### src/rtl/prim_ram_1p_pkg.sv
// Purpose: shared types for single-port RAM tuning config and its register-programmed controller.
// Latency: n/a (types, offsets, pack/unpack helpers only).
// Backpressure: n/a.
package prim_ram_1p_pkg;

   // One tuning setting: enable plus 4-bit value.
   typedef struct packed {
      logic       cfg_en;
      logic [3:0] cfg;
   } cfg_t;

   // Full config consumed by prim_ram_1p instances (10 bits, ram_cfg in the upper half).
   typedef struct packed {
      cfg_t ram_cfg;
      cfg_t rf_cfg;
   } ram_1p_cfg_t;

   localparam ram_1p_cfg_t RAM_1P_CFG_DEFAULT = '0;

   // Word offsets of the controller register port.
   localparam logic [1:0] CfgPendingOffset = 2'd0;
   localparam logic [1:0] CfgActiveOffset  = 2'd1;
   localparam logic [1:0] CfgCtrlOffset    = 2'd2;

   // CTRL register bit positions.
   localparam int unsigned CtrlCommitBit = 0;
   localparam int unsigned CtrlDoneBit   = 1;
   localparam int unsigned CtrlBusyBit   = 2;

   typedef enum logic [2:0] {
      StIdle,
      StQuiesce,
      StApply,
      StSettle,
      StRelease
   } cfg_ctrl_state_e;

   // Register layout: ram_cfg in [4:0], rf_cfg in [12:8], everything else zero.
   function automatic logic [31:0] ram_1p_cfg_pack(input ram_1p_cfg_t c);
      return {19'b0, c.rf_cfg, 3'b0, c.ram_cfg};
   endfunction

   function automatic ram_1p_cfg_t ram_1p_cfg_unpack(input logic [31:0] w);
      ram_1p_cfg_t c;
      c.ram_cfg = w[4:0];
      c.rf_cfg  = w[12:8];
      return c;
   endfunction

endpackage

### src/rtl/prim_ram_1p_cfg_regs.sv
// Purpose: register decode, PENDING/DONE storage and response pipeline of the RAM config controller.
// Latency: every granted access answers with rvalid exactly one cycle later.
// Backpressure: none; grant mirrors request, so one access can be accepted every cycle.
//
// Ports: reg_* = request/grant register port; active_cfg_i/busy_i = status from the FSM;
// done_set_i = apply sequence finished; pending_cfg_o = PENDING contents;
// commit_o = accepted commit (only ever asserted while not busy).
module prim_ram_1p_cfg_regs
   import prim_ram_1p_pkg::*;
#(
   parameter ram_1p_cfg_t CfgDefault = RAM_1P_CFG_DEFAULT
) (
   input  logic        clk_i,
   input  logic        rst_i,
   input  logic        reg_req_i,
   input  logic        reg_we_i,
   input  logic [1:0]  reg_addr_i,
   input  logic [31:0] reg_wdata_i,
   output logic        reg_gnt_o,
   output logic        reg_rvalid_o,
   output logic [31:0] reg_rdata_o,
   output logic        reg_err_o,
   input  ram_1p_cfg_t active_cfg_i,
   input  logic        busy_i,
   input  logic        done_set_i,
   output ram_1p_cfg_t pending_cfg_o,
   output logic        commit_o
);

   ram_1p_cfg_t pending_q;
   logic        done_q;
   logic        rvalid_q;
   logic        err_q;
   logic [31:0] rdata_q;

   logic        pend_we;
   logic        done_clr;
   logic        commit;
   logic        err_d;
   logic [31:0] rdata_d;

   assign reg_gnt_o = reg_req_i;

   always_comb begin
      pend_we  = 1'b0;
      done_clr = 1'b0;
      commit   = 1'b0;
      err_d    = 1'b0;
      rdata_d  = '0;
      if (reg_req_i) begin
         unique case (reg_addr_i)
            CfgPendingOffset: begin
               if (reg_we_i) pend_we = 1'b1;
               else          rdata_d = ram_1p_cfg_pack(pending_q);
            end
            CfgActiveOffset: begin
               if (reg_we_i) err_d   = 1'b1;
               else          rdata_d = ram_1p_cfg_pack(active_cfg_i);
            end
            CfgCtrlOffset: begin
               if (reg_we_i) begin
                  // A refused commit discards the whole word, including any DONE clear.
                  if (reg_wdata_i[CtrlCommitBit] && busy_i) begin
                     err_d = 1'b1;
                  end else begin
                     commit   = reg_wdata_i[CtrlCommitBit];
                     done_clr = reg_wdata_i[CtrlDoneBit];
                  end
               end else begin
                  rdata_d[CtrlDoneBit] = done_q;
                  rdata_d[CtrlBusyBit] = busy_i;
               end
            end
            default: err_d = 1'b1;
         endcase
      end
   end

   always_ff @(posedge clk_i) begin
      if (rst_i) begin
         pending_q <= CfgDefault;
         done_q    <= 1'b0;
         rvalid_q  <= 1'b0;
         err_q     <= 1'b0;
         rdata_q   <= '0;
      end else begin
         rvalid_q <= reg_req_i;
         err_q    <= err_d;
         rdata_q  <= rdata_d;
         if (pend_we) pending_q <= ram_1p_cfg_unpack(reg_wdata_i);
         // Completion of a sequence wins over a simultaneous clear.
         done_q <= (done_q & ~done_clr) | done_set_i;
      end
   end

   assign reg_rvalid_o  = rvalid_q;
   assign reg_err_o     = err_q;
   assign reg_rdata_o   = rdata_q;
   assign pending_cfg_o = pending_q;
   assign commit_o      = commit;

endmodule

### src/rtl/prim_ram_1p_cfg_ctrl.sv
// Purpose: owns the active RAM tuning config; applies a committed value under a quiesce handshake.
// Latency: commit -> quiesce_req next cycle; new ram_cfg_o two cycles after ack is first seen high.
// Backpressure: commits while busy are refused with err; the FSM waits on quiesce_ack_i indefinitely.
//
// Ports: clk_i/rst_i (sync, active-high); reg_* register port (gnt = req, response one cycle later);
// quiesce_req_o/quiesce_ack_i handshake with the memories; ram_cfg_o active config; busy_o = not IDLE.
// SettleCycles must lie in 1..15 (4-bit settle counter).
module prim_ram_1p_cfg_ctrl
   import prim_ram_1p_pkg::*;
#(
   parameter int unsigned SettleCycles = 4,
   parameter ram_1p_cfg_t CfgDefault   = RAM_1P_CFG_DEFAULT
) (
   input  logic        clk_i,
   input  logic        rst_i,
   input  logic        reg_req_i,
   input  logic        reg_we_i,
   input  logic [1:0]  reg_addr_i,
   input  logic [31:0] reg_wdata_i,
   output logic        reg_gnt_o,
   output logic        reg_rvalid_o,
   output logic [31:0] reg_rdata_o,
   output logic        reg_err_o,
   output logic        quiesce_req_o,
   input  logic        quiesce_ack_i,
   output ram_1p_cfg_t ram_cfg_o,
   output logic        busy_o
);

   localparam logic [3:0] SettleLoad = 4'(SettleCycles - 1);

   cfg_ctrl_state_e state_q, state_d;
   logic [3:0]      cnt_q;
   ram_1p_cfg_t     staged_q;
   ram_1p_cfg_t     active_q;
   ram_1p_cfg_t     pending_cfg;
   logic            commit;
   logic            done_set;
   logic            quiesce_req;

   prim_ram_1p_cfg_regs #(
      .CfgDefault (CfgDefault)
   ) u_regs (
      .clk_i         (clk_i),
      .rst_i         (rst_i),
      .reg_req_i     (reg_req_i),
      .reg_we_i      (reg_we_i),
      .reg_addr_i    (reg_addr_i),
      .reg_wdata_i   (reg_wdata_i),
      .reg_gnt_o     (reg_gnt_o),
      .reg_rvalid_o  (reg_rvalid_o),
      .reg_rdata_o   (reg_rdata_o),
      .reg_err_o     (reg_err_o),
      .active_cfg_i  (active_q),
      .busy_i        (busy_o),
      .done_set_i    (done_set),
      .pending_cfg_o (pending_cfg),
      .commit_o      (commit)
   );

   // Quiesce stays asserted from the first QUIESCE cycle through the last SETTLE cycle.
   always_comb begin
      state_d     = state_q;
      quiesce_req = 1'b0;
      done_set    = 1'b0;
      unique case (state_q)
         StIdle: begin
            if (commit) state_d = StQuiesce;
         end
         StQuiesce: begin
            quiesce_req = 1'b1;
            if (quiesce_ack_i) state_d = StApply;
         end
         StApply: begin
            quiesce_req = 1'b1;
            state_d     = StSettle;
         end
         StSettle: begin
            quiesce_req = 1'b1;
            if (cnt_q == 4'd0) state_d = StRelease;
         end
         StRelease: begin
            if (!quiesce_ack_i) begin
               done_set = 1'b1;
               state_d  = StIdle;
            end
         end
         default: state_d = StIdle;
      endcase
   end

   always_ff @(posedge clk_i) begin
      if (rst_i) begin
         state_q  <= StIdle;
         cnt_q    <= '0;
         staged_q <= CfgDefault;
         active_q <= CfgDefault;
      end else begin
         state_q <= state_d;
         if (commit) staged_q <= pending_cfg;
         if (state_q == StApply) begin
            active_q <= staged_q;
            cnt_q    <= SettleLoad;
         end else if (state_q == StSettle && cnt_q != 4'd0) begin
            cnt_q <= cnt_q - 4'd1;
         end
      end
   end

   assign quiesce_req_o = quiesce_req;
   assign ram_cfg_o     = active_q;
   assign busy_o        = (state_q != StIdle);

endmodule

### config.mk
export PLATFORM = sky130hd
export DESIGN_NAME = prim_ram_1p_cfg_ctrl
export DESIGN_NICKNAME = d
export VERILOG_FILES = /design/src/rtl/prim_ram_1p_pkg.sv /design/src/rtl/prim_ram_1p_cfg_regs.sv /design/src/rtl/prim_ram_1p_cfg_ctrl.sv
export SDC_FILE = /design/constraint.sdc
export NUM_CORES = 1
export LEC_CHECK = 0
export CAP_MARGIN = 20
export CORE_ASPECT_RATIO = 1.75
export CORE_UTILIZATION = 47
export CTS_BUF_LIST = sky130_fd_sc_hd__clkbuf_8 sky130_fd_sc_hd__clkbuf_16
export DETAILED_ROUTE_END_ITERATION = 8
export PLACE_DENSITY = 0.85
export SYNTH_ARGS = -nofsm -noshare
export SYNTH_HDL_FRONTEND = slang
export SYNTH_SLANG_ARGS = --single-unit
### constraint.sdc
create_clock -name clk_i -period 4.3 [get_ports clk_i]
set_input_delay 0.86 -clock clk_i [delete_from_list [all_inputs] [get_ports clk_i]]
set_output_delay 0.86 -clock clk_i [all_outputs]
set_load 0.02 [all_outputs]
==> results of run 1 <==
## kinds of logic after synthesis
kind of cell,count (synthesis)
simple gates,91
compound gates,58
buf+inv,50
flops,50
mux,9
fa+ha+maj,1
other cells,1
## sequential cells by signal, summed over array words and instances, names as in the netlist
signal / flops
state_q: 3
staged_q: 10
u_regs.reg_err_o: 1
u_regs.done_q: 1
cnt_q: 4
u_regs.reg_rdata_o: 10
ram_cfg_o: 10
u_regs.pending_cfg_o: 10
u_regs.reg_rvalid_o: 1
## per-stage QoR
stage | cell area, sq um | setup slack, ps
3_5_place_dp | 2549 | 1136
2_1_floorplan | 2305 | 2435
4_1_cts | 2648 | 1345
3_3_place_gp | 2549 | 1131
6_report | 2648 | 1335
5_1_grt | 2648 | 1231
## per-layer routing
layer  global-route usage  up-vias  routed length [um]
met5                    0        -                   0
met4              0.09402        0                  80
met3              0.04390        6                 306
met2               0.3498       80                2550
met1               0.2566      879                1858
li1                     -      911                   -
## synth_stat cells, types with 3 or more instances
cell type	count
dfxtp_1	50
nand2_1	40
a21oi_1	33
buf_4	23
nor2_1	14
clkbuf_1	11
nand4_1	11
o31ai_1	10
mux2i_1	9
buf_2	7
inv_1	6
a211oi_1	3
buf_1	3
nand2b_1	3
nand3b_1	3
nor3b_1	3
o21ai_0	3
## layout make-up
| cell class | count | area (sq um) | area share |
|---|---|---|---|
| repair buffers | 45 | 440.4 | 0.1664 |
| well taps | 51 | 63.81 | 0.02410 |
| flip-flops and latches | 50 | 1001 | 0.3781 |
| multi-input cells | 181 | 1021 | 0.3856 |
| clock buffers | 6 | 82.58 | 0.03119 |
| inverters | 6 | 22.52 | 0.008507 |
| clock inverters | 2 | 16.27 | 0.006144 |
## cell usage in the layout, fill, tap and decap left out, drive strengths merged, types with 2 or more instances in the layout
cell           count
dfxtp             50
clkdlybuf4s50     41
nand2             40
a21oi             33
conb              22
nor2              14
nand4             11
o31ai             10
mux2i              9
inv                7
clkbuf             6
buf                4
nand3b             4
a211oi             4
nor3b              3
nand2b             3
o21ai              3
nor3               3
or3b               2
or4                2
or3                2
## power breakdown
part / switching (mW) / total, mW / internal [mW]
clock: 0.162 / 0.294 / 0.133
sequential: 0.00307 / 0.470 / 0.467
combinational: 0.0530 / 0.0805 / 0.0275
total: 0.218 / 0.844 / 0.627
## worst max path at each step
stage / slack [ps] / endpoint / from
2_1_floorplan: 2430 / staged_q[0] / reg_we_i
3_3_place_gp: 1130 / state_q[0] / reg_addr_i[0]
3_5_place_dp: 1140 / state_q[0] / reg_addr_i[0]
4_1_cts: 1350 / reg_gnt_o / reg_req_i
5_1_grt: 1230 / busy_o / state_q[0]
6_report: 1340 / busy_o / state_q[0]
## critical path, stage by stage, from the launching register on
cell	delay [ps]
dfxtp_1	500
nor3_2	80
buf_4	190
inv_1	330
clkdlybuf4s50_1	690
==> summary.txt, run 1 <==
Final layout
  – Final std cells w/o fill: 341
  – Antenna cell count: 0
  – Util after Layout: 0.5904
  – Layout cells sized above 1: 0.06207
  – P&R area growth vs syn: 18.94%
  – FILL cells: about 410
  – Net count, final: approximately 330

Power and ir drop
  – P_leak: between 0.9 and 1 nW
  – Pwr Density: between 300 and 400 nW/um^2
  – Total power: around 0.84 mW
  – Peak VDD IR: about 0.25 mV

Die
  – Die height: approximately 93 um
  – DIE AREA: 5026 sq um
  – I/O pin cnt: between 80 and 90
  – Core box area: roughly 4500 sq um
  – Initial Util: 0.4964
  – Die width: approximately 54 um
  – Row count: 32

Timing
  – Max Clk Rate: around 340 MHz
  – Setup Viol. Count Final: 0
  – Hold Violations, Final: 0
  – Max transition margin: 0.4495
  – Worst slew pin tran: 823.1 ps
  – Final Max Tran Viols: 0
  – Fin crit share: 0.6894
  – Final hold slack: approximately 450 ps
  – Sum Neg Setup Slack: 0 ps
  – Clock Skews: around 8.6 ps
  – RSZ-0062 raised after global routing: false
  – Minimum clock period: ~3000 ps

CTS
  – Root buf cell: clkbuf_8
  – Worst-skew pair later-pin latency: between 300 and 400 ps
  – Hold-fix buffers, CTS: 0
  – Post-CTS Setup Inserts: 0
  – CTS H-tree lvls: 2
  – Clock buffer depth: 2
  – CTS buffer count: 5
  – Clock transition at path regs: approximately 90 ps
  – TritonCTS clock tree: yes
  – CTS resizes: 0
  – CTS sink count: 50

Placed design
  – Gpl congestion: slightly below 0.8
  – Placed Cells: approximately 330
  – Count of buffers from port buffering: 41
  – Hpwl dp: roughly 3200 um

Yosys
  – XOR/XNOR Fraction of Synth Area: 0
  – Synth Area in Adders: 0.005621
  – Combinational family with the most area after synthesis: simple AND/OR/NAND/NOR gates
  – Number of synthesized register bits: 50
  – Mux share of post-synthesis cell area: 0.04047
  – Syn avg cell area: 8.561 sq um
  – Synth Flop Type: dfxtp_1
  – Register area share after synthesis: 0.4497
  – Post-Synthesis Cells: 260
  – Synth area leaders: dfxtp_1 (45%), buf_4 (7.8%), a21oi_1 (7.4%), nand2_1 (6.7%), mux2i_1 (4.0%)
  – Synth Cell Area: 2226 sq um
  – Synth Area in Simple Gates: 0.2147
  – Cell taking the most area after synthesis: dfxtp_1
  – Top cell type's share of synthesized area: 0.4497
  – Synth Area in Compound Gates: 0.1608
  – Post-synth EDFFs: 0
  – Distinct cells, synth: roughly 40
  – Yosys warns: 0
  – Async SR Flop Fraction: 0

Min path
  – Worst Hold Launch: staged_q[7]
  – Hold Path Stages: 2
  – Hold WC Path Type: reg2reg
  – Hold EP: ram_cfg_o[7]

Detailed routing
  – Vias per inst: 5.501
  – First-pass DRT Iterations: 4
  – Avg WL per Cell: 14.06 um
  – Post-DRT Antenna Nets: 0
  – Vias: ~1900
  – Final WL: 4796 um
  – Remaining DRCs: 0
  – DR iter-0 viols: around 50

Critical path
  – Worst path required time: approximately 3400 ps
  – Startpoint types: flop
  – WP data arrival: 2100 ps
  – Crit Path Category: reg2out
  – FF-to-FF End: cnt_q[3]
  – Worst r2r src: cnt_q[0]
  – Setup crit end kind: primary output
  – Worst r2r path cells: 5
  – Crit-path max FO: 13
  – R2r setup slk: roughly 2700 ps

Run status
  – Status: finished clean

Flow run
  – Max cap viols: 0

Global routing
  – Total GRT Usage: 0.2128
  – Vias in the first global route: around 1700
  – Initial antenna violation count: 0
  – First-pass GRT wire length: 7866 um
  – Largest net degree at the start of global routing: 42
  – Grt ovf: 0
Power figures use the tool's default switching activity.
==> run 2: changes to the inputs <==
--- a/config.mk
+++ b/config.mk
@@ -7,10 +7,10 @@
 export LEC_CHECK = 0
 export CAP_MARGIN = 20
 export CORE_ASPECT_RATIO = 1.75
-export CORE_UTILIZATION = 47
+export CORE_UTILIZATION = 43
 export CTS_BUF_LIST = sky130_fd_sc_hd__clkbuf_8 sky130_fd_sc_hd__clkbuf_16
 export DETAILED_ROUTE_END_ITERATION = 8
-export PLACE_DENSITY = 0.85
+export PLACE_DENSITY = 0.79
 export SYNTH_ARGS = -nofsm -noshare
 export SYNTH_HDL_FRONTEND = slang
 export SYNTH_SLANG_ARGS = --single-unit
==> constraint.sdc (replaced) <==
create_clock -name clk_i -period 3.1 [get_ports clk_i]
set_input_delay 0.62 -clock clk_i [delete_from_list [all_inputs] [get_ports clk_i]]
set_output_delay 0.62 -clock clk_i [all_outputs]
set_load 0.02 [all_outputs]
==> summary.txt, run 2 (synthesis gave the netlist of run 1 again) <==
Global routing
  – Initial antenna violation count: 0 (unchanged)
  – Vias in the first global route: 1728 (+2.3%)
  – First-pass GRT wire length: 8114 um (+3.2%)
  – Largest net degree at the start of global routing: 41 (-2.4%)
  – Grt ovf: 0 (unchanged)
  – Total GRT Usage: 0.1887 (-0.02413)

Power and ir drop
  – Seq pwr share: 0.533 (-0.023)
  – Peak VDD IR: 0.4048 mV (+62%)
  – Net Sw Power: 0.2969 mW (+36%)
  – P_leak: 0.9833 nW (+2.2%)
  – Clock Power Share: 0.373 (+0.025)
  – Logic pwr share: 0.094 (about the same)
  – Switch share: 0.2431 (-0.01473)
  – Pwr Density: 455.0 nW/um^2 (+43%)
  – Int Pwr: 0.9247 mW (+48%)

Min path
  – Worst Hold Launch: staged_q[6]
  – Hold Path Stages: 2 (unchanged)
  – Hold WC Path Type: reg2reg

Critical path
  – Startpoint types: flop
  – Setup crit end kind: primary output
  – Crit Path Category: reg2out
  – Worst setup path startpoint: state_q[0]
  – Worst r2r src: state_q[1]
  – Worst path required time: 2480 ps (-960 ps)
  – WP data arrival: 2130 ps (+30 ps)
  – Crit-path max FO: 13 (unchanged)
  – Worst r2r path cells: 4 (-1)

Die
  – Die height: 97.18 um (+4.4%)
  – DIE AREA: 5479 sq um (+9.0%)
  – I/O pin cnt: 86 (unchanged)
  – Die width: 56.39 um (+4.4%)
  – Initial Util: 0.4472 (-0.04916)
  – Core box area: 4977 sq um (+11%)
  – Row count: 34 (+6.3%)

Flow run
  – Max cap viols: 0 (unchanged)

Timing
  – Worst slew pin tran: 764.9 ps (-58.21 ps)
  – Max transition margin: 0.4890 (+0.03942)
  – Max Clk Rate: roughly 360 MHz
  – Final Max Tran Viols: 0 (unchanged)
  – Minimum clock period: 2752 ps
  – Sum Neg Setup Slack: 0 ps (unchanged)
  – RSZ-0062 raised after global routing: false
  – Hold Violations, Final: 0 (unchanged)
  – Clock Skews: 11.10 ps (+2.540 ps)
  – Setup Viol. Count Final: 0 (unchanged)
  – Fin crit share: 0.8876

Detailed routing
  – First-pass DRT Iterations: 4 (unchanged)
  – Final WL: 4958 um (+3.4%)
  – Avg WL per Cell: 14.29 um (+1.6%)
  – Post-DRT Antenna Nets: 0 (unchanged)
  – Remaining DRCs: 0 (unchanged)
  – Vias: 1867 (-0.48%)
  – DR iter-0 viols: 64 (+31%)
  – Vias per inst: 5.380 (-2.2%)

Final layout
  – Net count, final: 332 (+0.91%)
  – Most common cell after layout, fill and taps aside: dfxtp_1
  – Most frequent cells in the layout: dfxtp_1 (50), clkdlybuf4s50_1 (41), nand2_1 (40)
  – Antenna cell count: 0 (unchanged)
  – Layout cells sized above 1: 0.06826 (+0.006190)
  – P&R area growth vs syn: 20.63%
  – FILL cells: 475 (+15%)
  – Util after Layout: 0.5395 (-0.05093)

Run status
  – Status: finished clean

CTS
  – CTS H-tree lvls: 2 (unchanged)
  – TritonCTS clock tree: yes
  – Clock transition at path regs: 80 ps (about the same)
  – CTS buffer count: 5 (unchanged)
  – CTS sink count: 50 (unchanged)
  – CTS resizes: 0 (unchanged)
  – Root buf cell: clkbuf_8
  – Post-CTS Setup Inserts: 0 (unchanged)
  – Clock buffer depth: 2 (unchanged)
  – Hold-fix buffers, CTS: 0 (unchanged)
  – Worst-skew pair later-pin latency: 310 ps (about the same)

Placed design
  – Count of buffers from port buffering: 41 (unchanged)
  – Gpl congestion: 0.7501 (-2.9%)
  – Hpwl dp: 3231 um (+1.8%)
-- run 2: changes by cell type in the layout (fill, tap and decap cells not counted) --
cell       delta
inv_6         -1
clkbuf_8      -1
inv_1         +1
buf_4         +3
bufinv_16     +1
-- run 2: area by class of cell --
type / instances / area (sq um) / area share
multi-input combinational: 181 / 1021 / 0.3802
sequential: 50 / 1001 / 0.3728
timing repair buffer: 48 / 462.9 / 0.1724
clock buffer: 5 / 68.82 / 0.02563
tap: 54 / 67.56 / 0.02516
clock inverter: 3 / 41.29 / 0.01538
inverter: 6 / 22.52 / 0.008388
-- run 2: final timing paths --
kind / endpoint / slack, ps
worst max register to register: cnt_q[0] / 1260
worst min-delay path: ram_cfg_o[6] / 460
worst max-delay path: busy_o / 350
worst min register to register: ram_cfg_o[6] / 460
-- run 2: power groups by stage --
stage                     sequential [mW]  combinational (mW)  clock [mW]
after global routing                0.653               0.124       0.487
final                               0.651               0.115       0.455
after detailed placement            0.667               0.114           0
after global placement              0.666               0.113           0
after CTS                           0.651               0.115       0.461
after floorplan                     0.667              0.0924           0
-- run 2: routing by layer --
metal	vias up	part of all wire	track usage
met1	868	0.38	0.2163
li1	919	-	-
met3	5	0.057	0.03329
met2	75	0.55	0.3324
met4	0	0.017	0.08630
met5	-	0	0
-- run 2: per-stage QoR --
step	power (mW)	setup slack, ps	area, sq um	instances	hold slack [ps]
floorplan	0.7592	1475	2305	281	432.2
global placement	0.7794	639.3	2575	339	445.0
detailed placement	0.7803	642.8	2575	339	450.1
CTS	1.227	364.2	2685	347	463.8
global route	1.263	230.9	2685	347	470.6
finish	1.222	348.4	2685	347	464.9
-- run 2: critical path, cell delays in order, from the launching register on --
cell	delay, ps
dfxtp_1	530
nor3_2	80
buf_4	200
inv_1	320
clkdlybuf4s50_1	700
==> run 3: changes to the inputs <==
--- a/config.mk
+++ b/config.mk
@@ -10,7 +10,9 @@
 export CORE_UTILIZATION = 43
 export CTS_BUF_LIST = sky130_fd_sc_hd__clkbuf_8 sky130_fd_sc_hd__clkbuf_16
 export DETAILED_ROUTE_END_ITERATION = 8
+export GPL_TIMING_DRIVEN = 0
 export PLACE_DENSITY = 0.79
 export SYNTH_ARGS = -nofsm -noshare
 export SYNTH_HDL_FRONTEND = slang
+export SYNTH_HIERARCHICAL = 1
 export SYNTH_SLANG_ARGS = --single-unit
==> summary.txt, run 3 <==
Die
  – Core box area: 4748 sq um (-4.6%)
  – Initial Util: 0.4567 (+0.009444)
  – Die width: 55.68 um (-1.3%)
  – DIE AREA: 5342 sq um (-2.5%)
  – Die height: 95.94 um (-1.3%)
  – Row count: 33 (-2.9%)
  – I/O pin cnt: 86 (unchanged)

CTS
  – CTS H-tree lvls: 2 (unchanged)
  – Root buf cell: clkbuf_8
  – CTS resizes: 0 (unchanged)
  – Clock transition at path regs: 90 ps (about the same)
  – CTS sink count: 50 (unchanged)
  – Clock buffer depth: 2 (unchanged)
  – CTS buffer count: 5 (unchanged)
  – Worst-skew pair later-pin latency: 310 ps (about the same)
  – Post-CTS Setup Inserts: 0 (unchanged)
  – Hold-fix buffers, CTS: 0 (unchanged)
  – TritonCTS clock tree: yes

Critical path
  – Worst path required time: 2480 ps (about the same)
  – Startpoint types: input port
  – Critical Path Sink: reg_gnt_o
  – Crit path largest cell delay: 590 ps (-110 ps)
  – Setup crit end kind: primary output
  – Critical Path, Cell by Cell: clkdlybuf4s50_1, buf_4, clkdlybuf4s50_1
  – Worst setup path startpoint: reg_req_i
  – Cell mode on critical path: clkdlybuf4s50_1
  – Crit Path Category: in2out
  – CP top delay family: buffers and inverters
  – Worst r2r src: state_q[0]
  – Worst r2r path cells: 6 (+2)
  – WP data arrival: 1890 ps (-240 ps)
  – WP buf/inv: 3 (unchanged)
  – Slowest-stage cell, CP: clkdlybuf4s50_1
  – Critical path depth: 3 (-1)
  – FF-to-FF End: staged_q[3]
  – Crit-path max FO: 5 (-8)
  – R2r setup slk: 1080 ps (-180 ps)

Yosys
  – Most numerous cell in the Yosys netlist: dfxtp_1
  – Number of synthesized register bits: 50 (unchanged)
  – Cell taking the most area after synthesis: dfxtp_1
  – Register area share after synthesis: 0.4616 (+0.01194)
  – Top cell type's share of synthesized area: 0.4616 (+0.01194)
  – Post-synth EDFFs: 0 (unchanged)
  – Post-Synthesis Cells: 245 (-5.8%)
  – Async SR Flop Fraction: 0 (unchanged)
  – Syn avg cell area: 8.850 sq um (+3.4%)
  – Synth Flop Type: dfxtp_1
  – Synth area leaders: dfxtp_1 (46%), buf_4 (8.7%), mux2i_1 (8.3%), nand2_1 (7.1%), a21oi_1 (5.5%)
  – Synth Cell Area: 2168 sq um (-2.6%)
  – Distinct cells, synth: 38 (-7.3%)
  – Yosys warns: 6 (+6)
  – Synth cell count leaders: dfxtp_1 (50), nand2_1 (41), buf_4 (25)

Power and ir drop
  – Int Pwr: 0.8677 mW (-6.2%)
  – Switch share: 0.2553 (+0.01221)
  – P_leak: 1.106 nW (+12%)
  – Logic pwr share: 0.111 (+0.017)
  – Net Sw Power: 0.2974 mW (+0.16%)
  – Clock Power Share: 0.331 (-0.042)
  – Pwr Density: 416.8 nW/um^2 (-8.4%)
  – Peak VDD IR: 0.3377 mV (-17%)
  – Seq pwr share: 0.559 (+0.026)

Global routing
  – Vias in the first global route: 1680 (-2.8%)
  – Grt ovf: 0 (unchanged)
  – Total GRT Usage: 0.1782 (-0.01051)
  – First-pass GRT wire length: 7355 um (-9.4%)
  – Initial antenna violation count: 0 (unchanged)
  – Largest net degree at the start of global routing: 18 (-56%)

Detailed routing
  – Final WL: 4520 um (-8.8%)
  – Vias: 1780 (-4.7%)
  – DR iter-0 viols: 27 (-58%)
  – Avg WL per Cell: 12.38 um (-13%)
  – First-pass DRT Iterations: 4 (unchanged)
  – Post-DRT Antenna Nets: 0 (unchanged)
  – Remaining DRCs: 0 (unchanged)
  – Vias per inst: 4.877 (-9.4%)

Timing
  – Max transition margin: 0.6065 (+0.1176)
  – Hold Violations, Final: 0 (unchanged)
  – Sum Neg Setup Slack: 0 ps (unchanged)
  – Final Max Tran Viols: 0 (unchanged)
  – Clock Skews: 9.800 ps (-1.296 ps)
  – Fin crit share: 0.8089 (-0.07868)
  – RSZ-0062 raised after global routing: false
  – Max Clk Rate: 398.8 MHz (+9.7%)
  – Minimum clock period: 2508 ps (-243.9 ps)
  – Worst slew pin tran: 588.9 ps (-176.0 ps)
  – Setup Viol. Count Final: 0 (unchanged)

Final layout
  – P&R area growth vs syn: 28.91%
  – Layout cells sized above 1: 0.1534 (+0.08510)
  – Net count, final: 352 (+6.0%)
  – Final instance area: 2795 sq um (+4.1%)
  – Antenna cell count: 0 (unchanged)
  – Most frequent cells in the layout: dfxtp_1 (50), nand2_1 (41), clkdlybuf4s50_1 (39)
  – Most common cell after layout, fill and taps aside: dfxtp_1

Placed design
  – Dpl cell area: 2703 sq um (+5.0%)
  – Gpl congestion: 0.8274 (+10%)
  – Count of buffers from port buffering: 39 (-4.9%)
  – Hpwl dp: 3351 um (+3.7%)

Min path
  – Hold WC Path Type: reg2reg
  – Hold Path Stages: 2 (unchanged)

Flow run
  – Max cap viols: 0 (unchanged)

Run status
  – Status: finished clean
## run 3: final cells by class
class,instances,area [sq um]
Clock buffer,5,68.82
Buffer,38,254.0
Tap cell,52,65.06
Fill cell,437,1953
Inverter,5,18.77
Timing Repair Buffer,39,390.4
Sequential cell,50,1001
Multi-Input combinational cell,173,973.4
Clock inverter,3,23.77
## run 3: tightest hold or removal path, stage by stage, from the launching register on
cell and delay, ps:
dfxtp_1 320, nand2_1 50, a21oi_1 50
## run 3: routing by layer
layer	GRT usage	vias to the layer above	wire, um
li1	-	907	-
met3	0.02957	5	168
met2	0.3584	45	2551
met5	0	-	0
met1	0.1715	823	1725
met4	0.08750	0	74
## run 3: power by group through the flow
stage	Clock, mW	Combinational (mW)	Sequential, mW
final	0.385	0.129	0.651
after global routing	0.423	0.138	0.652
after CTS	0.391	0.128	0.651
after detailed placement	0	0.128	0.666
after global placement	0	0.127	0.666
after floorplan	0	0.0862	0.668
## run 3: logic make-up (layout without fill, tap and decap cells)
| logic type | count (synthesis) | after routing | synth area share |
|---|---|---|---|
| adder cells (fa/ha/maj) | 1 | 1 | 0.005769 |
| flip-flops | 50 | 50 | 0.4616 |
| AND/OR/NAND/NOR | 93 | 93 | 0.2141 |
| multiplexers | 18 | 18 | 0.08309 |
| other | 1 | 22 | 0.001729 |
| AO/OA/AOI/OAI | 39 | 39 | 0.1079 |
| buffers and inverters | 43 | 90 | 0.1258 |
## run 3: how the worst min path moves through the flow
stage,from,to,slack [ps]
global placement,staged_q[4],ram_cfg_o[4],440
CTS,staged_q[9],ram_cfg_o[9],460
global route,staged_q[6],ram_cfg_o[6],480
finish,staged_q[6],ram_cfg_o[6],450
detailed placement,staged_q[9],ram_cfg_o[9],440
floorplan,staged_q[0],ram_cfg_o[0],430
## run 3: through the flow
| stage | setup slack, ps | instances | total power [mW] | hold slack (ps) | utilization |
|---|---|---|---|---|---|
| floorplan | 1240 | 266 | 0.7538 | 431.2 | - |
| global placement | 594.7 | 357 | 0.7929 | 436.6 | 0.5692 |
| detailed placement | 583.7 | 357 | 0.7942 | 443.4 | 0.5692 |
| CTS | 584.0 | 365 | 1.171 | 457.2 | 0.5887 |
| global route | 572.1 | 365 | 1.213 | 481.7 | 0.5887 |
| finish | 592.4 | 365 | 1.165 | 454.7 | 0.5887 |
